**config.mk**
```make
export PLATFORM = sky130hd
export DESIGN_NAME = param_parity_counter
export DESIGN_NICKNAME = d
export VERILOG_FILES = /design/src/rtl/param_counter_pkg.sv /design/src/rtl/parity_align.sv /design/src/rtl/param_parity_counter.sv
export SDC_FILE = /design/constraint.sdc
export NUM_CORES = 1
export LEC_CHECK = 0
export BUFFER_PORTS_ARGS = -buffer_cell sky130_fd_sc_hd__buf_2
export CORE_AREA = 2 2 48 50
export DETAILED_ROUTE_END_ITERATION = 8
export DIE_AREA = 0 0 50 52
export SYNTH_ARGS = -nofsm -noshare
export SYNTH_HDL_FRONTEND = slang
export SYNTH_SLANG_ARGS = --single-unit
```
**constraint.sdc**
```tcl
create_clock -name clk -period 2.6 [get_ports clk]
set_input_delay 0.26 -clock clk [delete_from_list [all_inputs] [get_ports clk]]
set_output_delay 0.26 -clock clk [all_outputs]
set_load 0.01 [all_outputs]
```
**src/rtl/param_counter_pkg.sv**
```systemverilog
// Shared mode encodings and range-bound helpers
// for the parametrised parity counter.
package param_counter_pkg;

    localparam logic [1:0] MODE_ALL  = 2'b00;
    localparam logic [1:0] MODE_EVEN = 2'b01;
    localparam logic [1:0] MODE_ODD  = 2'b10;
    localparam logic [1:0] MODE_HOLD = 2'b11;

    function automatic int lo_bound(input logic [1:0] mode);
        return (mode == MODE_ODD) ? 1 : 0;
    endfunction

    function automatic int hi_bound(
        input logic [1:0] mode,
        input int         max_val
    );
        int res;
        res = max_val;
        case (mode)
            MODE_EVEN: res = max_val & ~1;
            MODE_ODD:  res = max_val[0] ? max_val : max_val - 1;
            default:   res = max_val;
        endcase
        return res;
    endfunction

endpackage

```
**src/rtl/parity_align.sv**
```systemverilog
// Snaps a value onto the parity grid of the active mode,
// clamping odd values to the upper bound.
module parity_align
    import param_counter_pkg::*;
#(
    parameter int WIDTH = 4
) (
    input  logic [WIDTH:0] value,
    input  logic [1:0]     mode,
    input  logic [WIDTH:0] hi,
    output logic [WIDTH:0] aligned
);

    always_comb begin
        aligned = value;
        case (mode)
            MODE_EVEN: aligned = {value[WIDTH:1], 1'b0};
            MODE_ODD: begin
                aligned = {value[WIDTH:1], 1'b1};
                if (aligned > hi) aligned = hi;
            end
            default: aligned = value;
        endcase
    end

endmodule

```
**src/rtl/param_parity_counter.sv**
```systemverilog
// Loadable up/down counter over [0, MAX_VAL] with all/even/odd/hold
// modes, terminal-count pulse and load range error pulse.
module param_parity_counter
    import param_counter_pkg::*;
#(
    parameter int WIDTH   = 4,
    parameter int MAX_VAL = 2**WIDTH - 1
) (
    input  logic             clk,
    input  logic             rst,
    input  logic             en,
    input  logic             load,
    input  logic             up,
    input  logic [1:0]       mode,
    input  logic [WIDTH-1:0] data_in,
    output logic [WIDTH-1:0] count,
    output logic             tc,
    output logic             load_err
);

    localparam int W1 = WIDTH + 1;

    logic [WIDTH:0]   lo_ext;
    logic [WIDTH:0]   hi_ext;
    logic [WIDTH:0]   data_ext;
    logic [WIDTH:0]   cnt_ext;
    logic [WIDTH:0]   load_al;
    logic [WIDTH:0]   cnt_al;
    logic [WIDTH:0]   step;
    logic [WIDTH-1:0] next_count;
    logic             next_tc;
    logic             next_err;

    assign lo_ext   = W1'(lo_bound(mode));
    assign hi_ext   = W1'(hi_bound(mode, MAX_VAL));
    assign data_ext = {1'b0, data_in};
    assign cnt_ext  = {1'b0, count};
    assign step     = (mode == MODE_ALL) ? W1'(1) : W1'(2);

    parity_align #(.WIDTH(WIDTH)) u_load_align (
        .value   (data_ext),
        .mode    (mode),
        .hi      (hi_ext),
        .aligned (load_al)
    );

    // Re-aligning the live count lets mode changes apply without a bubble.
    parity_align #(.WIDTH(WIDTH)) u_cnt_align (
        .value   (cnt_ext),
        .mode    (mode),
        .hi      (hi_ext),
        .aligned (cnt_al)
    );

    always_comb begin
        next_count = count;
        next_tc    = 1'b0;
        next_err   = 1'b0;
        if (load) begin
            if (data_ext > W1'(MAX_VAL)) begin
                next_count = WIDTH'(lo_ext);
                next_err   = 1'b1;
            end else begin
                next_count = WIDTH'(load_al);
            end
        end else if (mode != MODE_HOLD && en) begin
            if (up) begin
                if (cnt_al >= hi_ext) begin
                    next_count = WIDTH'(lo_ext);
                    next_tc    = 1'b1;
                end else begin
                    next_count = WIDTH'(cnt_al + step);
                end
            end else begin
                if (cnt_al <= lo_ext) begin
                    next_count = WIDTH'(hi_ext);
                    next_tc    = 1'b1;
                end else begin
                    next_count = WIDTH'(cnt_al - step);
                end
            end
        end
    end

    always_ff @(posedge clk or negedge rst) begin
        if (!rst) begin
            count    <= '0;
            tc       <= 1'b0;
            load_err <= 1'b0;
        end else begin
            count    <= next_count;
            tc       <= next_tc;
            load_err <= next_err;
        end
    end

endmodule

```
==> run summary <==
CP max FO: 4
switching portion of total power: 0.415
origin of the worst min-delay path: data_in[3]
CP Capture Type: flop
number of nets in the final layout: 143
Net Switching: 0.000193 W
Post-DP HPWL: 1530 um
post-synth design cell area: 783 sq um
vias in the first global route: 738
largest vdd supply drop: 0.312 mV
number of clock buffers inserted by TritonCTS: 3
portion of netlist area occupied by mux cells: 0.0511
number of antenna violations at the first check in global routing: 0
number of cells traversed by the worst hold path: 3
adder-cell area share of the yosys netlist: 0.179
Max Buffers Root-to-Sink: 2
clock network power share: 0.197
overall die area: 2600 sq um
Worst Hold Path EP: count[3]
cell area after placement: 915 sq um
number of violations reported at the end of detailed-routing iteration 0: 30
RSZ-0062 raised after global routing: false
H-tree depth: 1
Post-Synth XOR/XNOR Area: 0
Static Leak: 0.442 nW
Tcrit/Tclk final: 0.916
sequential group share of total power: 0.254
count of hold buffers inserted by post-cts repair: 1
setup TNS: 0 ps
critical path class: in -> reg
synthesized area divided by synthesized cell count: 8.07 sq um
compound-cell area share of the yosys netlist: 0.265
endpoint arrival time on the critical path: 2540 ps
drt wl/cell: 12.3 um
path class of the lowest-slack min-delay path: in -> reg
reg2reg end: tc
die span in y: 52 um
stage delay of the slowest cell on the critical path: 390 ps
global-route wire length before repair: 3070 um
post-route standard cell area excluding fillers: 951 sq um
count of unique library cells instantiated by Yosys: 36
# rows: 17
final hold violation count: 0
non-filler cells, final: 149
sink count of the clock tree: 5
synthesis-to-finish area growth: 21.4%
number of gates given a new drive strength after cts: 0
antenna diode instance count: 0
worst reg-to-reg setup slack: 440 ps
Max Clock Skew: 1.28 ps
leading post-synthesis cells by cell area: sky130_fd_sc_hd__dfrtp_1, sky130_fd_sc_hd__ha_1, sky130_fd_sc_hd__a31oi_1, sky130_fd_sc_hd__fa_1, sky130_fd_sc_hd__mux2i_1
DR DRC count: 0
DR pass1 iterations: 4
share of flip-flops with an asynchronous set or reset: 1.00
clock period minus worst slack: 2380 ps
library cell with the largest summed area after synthesis: sky130_fd_sc_hd__dfrtp_1
run status: completed
Worst setup startpoint: mode[1]
part of the total power dissipated in combinational logic: 0.548
cell mode on critical path: sky130_fd_sc_hd__ha_1
vias after detailed routing: 802
largest family of logic cells by synthesized area: compound AO/OA/AOI/OAI gates
core outline area: 2110 sq um
# Post-CTS Setup Buffers: 0
Max stage delay cell, worst path: sky130_fd_sc_hd__or3b_4
remaining global-route overflow: 0
number of nets in the synthesized netlist: 118
post-synthesis share of cell area spent on and, or, nand and nor gates: 0.252
clock slew seen by the registers of the worst setup and hold paths: 40 ps
total global routing track utilization: 0.153
root cell of the clock tree: sky130_fd_sc_hd__clkbuf_4
flops & latches, synth: 5
max cap viols: 0
Placer Congestion: 0.817
maximum number of pins on one net before global-route repair: 15
# IOs: 17
top cells by instance count after synthesis: sky130_fd_sc_hd__ha_1, sky130_fd_sc_hd__inv_1, sky130_fd_sc_hd__nor2_1
die span in x: 50 um
yosys warns: 0
Placed Cells: 144
fmax: 420 MHz
reg2reg start: count[0]
crit-path cells: buf_2, inv_1, ha_1, or3b_4, and2_1, ha_1, nor3_1, a31oi_1, mux2i_1, a221o_1, o211ai_1
via density per instance: 5.38
number of standard cells after synthesis: 97
wire length after detailed routing: 1840 um
latest clock arrival within the worst-skew pair: 250 ps
most used flip-flop cell after synthesis: sky130_fd_sc_hd__dfrtp_1
Seq/Total Area, Yosys: 0.160
Critical Path Start Type: input port
required time at the endpoint of the critical path: 2760 ps
area share of the leading cell type in the synthesized netlist: 0.160
number of synthesized flops with an enable pin: 0
count of final max-slew check failures: 0
count of cells along the worst register-to-register path: 7
starting density of the core: 0.372
fraction of final layout cells with drive strength greater than 1: 0.248
clock tree from TritonCTS: done
P per Cell Area: 489 nW/um^2
post-layout power: 0.000465 W
cell internal power dissipation: 0.000272 W
Post-DRT Antenna Nets: 0
count of port buffers added during placement: 15
final number of setup-violating endpoints: 0
==> metal layers <==
layer	vias up	wire (um)	track usage
met3	2	108	0.0259
met1	370	845	0.199
met5	-	0	0
met2	25	869	0.257
li1	405	-	-
met4	0	12	0.0463
==> how the worst max path moves through the flow <==
stage          slack [ps]  endpoint
3_5_place_dp          -40  count[3]
6_report              220  count[3]
2_1_floorplan          20  count[3]
3_3_place_gp           40  count[3]
4_1_cts               210  count[3]
5_1_grt               100  count[3]
==> cell type report <==
cell class / count / area, sq um
fill: 213 / 1150
sequential: 5 / 125
clock buffer: 4 / 26.3
inverter: 8 / 30.0
multi-input combinational: 80 / 589
timing repair buffer: 24 / 145
tap: 28 / 35.0
==> worst max-delay path, delay by kind of cell <==
family,cells,cell delay [ps]
compound gates,3,500
fa+ha+maj,2,670
buf+inv,2,170
mux,1,140
simple gates,3,800
==> registers in the layout, summed over array words and instances (netlist names) <==
register / flops
tc: 1
count: 4
==> cells in the final DEF, fill, tap and decap left out, types with 2 or more instances in the layout <==
| master | count |
|---|---|
| sky130_fd_sc_hd__a21oi_1 | 5 |
| sky130_fd_sc_hd__o31a_1 | 2 |
| sky130_fd_sc_hd__ha_1 | 8 |
| sky130_fd_sc_hd__a31oi_1 | 7 |
| sky130_fd_sc_hd__inv_1 | 8 |
| sky130_fd_sc_hd__nor2b_1 | 2 |
| sky130_fd_sc_hd__buf_4 | 8 |
| sky130_fd_sc_hd__a221o_1 | 2 |
| sky130_fd_sc_hd__a211oi_1 | 2 |
| sky130_fd_sc_hd__nor2_1 | 8 |
| sky130_fd_sc_hd__nor3_1 | 4 |
| sky130_fd_sc_hd__clkbuf_4 | 3 |
| sky130_fd_sc_hd__dfrtp_1 | 5 |
| sky130_fd_sc_hd__nand2_1 | 7 |
| sky130_fd_sc_hd__o21ai_0 | 3 |
| sky130_fd_sc_hd__buf_2 | 15 |
| sky130_fd_sc_hd__nand2b_1 | 6 |
| sky130_fd_sc_hd__mux2i_1 | 4 |
| sky130_fd_sc_hd__fa_1 | 2 |
| sky130_fd_sc_hd__a2111oi_0 | 2 |
==> cell families (layout without fill, tap and decap cells) <==
group | after synthesis | in the layout
DFF | 5 | 5
AOI/OAI and AO/OA | 29 | 29
and+or+nand+nor | 36 | 36
other | 1 | 1
buffers and inverters | 12 | 36
muxes | 4 | 4
adders and majority gates | 10 | 10
==> per-stage QoR <==
step | utilization | hold slack (ps) | worst slack, ps
floorplan | - | -35.6 | 16.4
global placement | 0.434 | 82.9 | 42.0
detailed placement | 0.434 | 83.5 | -41.5
CTS | 0.452 | 310 | 211
global route | 0.452 | 320 | 97.3
finish | 0.452 | 308 | 219
==> power groups by stage <==
stage,clock (W),combinational (W),sequential (W)
2_1_floorplan,0,0.000175,0.000115
3_3_place_gp,0,0.000252,0.000119
3_5_place_dp,0,0.000253,0.000119
4_1_cts,0.0000942,0.000256,0.000118
5_1_grt,0.000101,0.000288,0.000121
6_report,0.0000917,0.000255,0.000118
No activity file was read; power rests on OpenSTA's default activity.
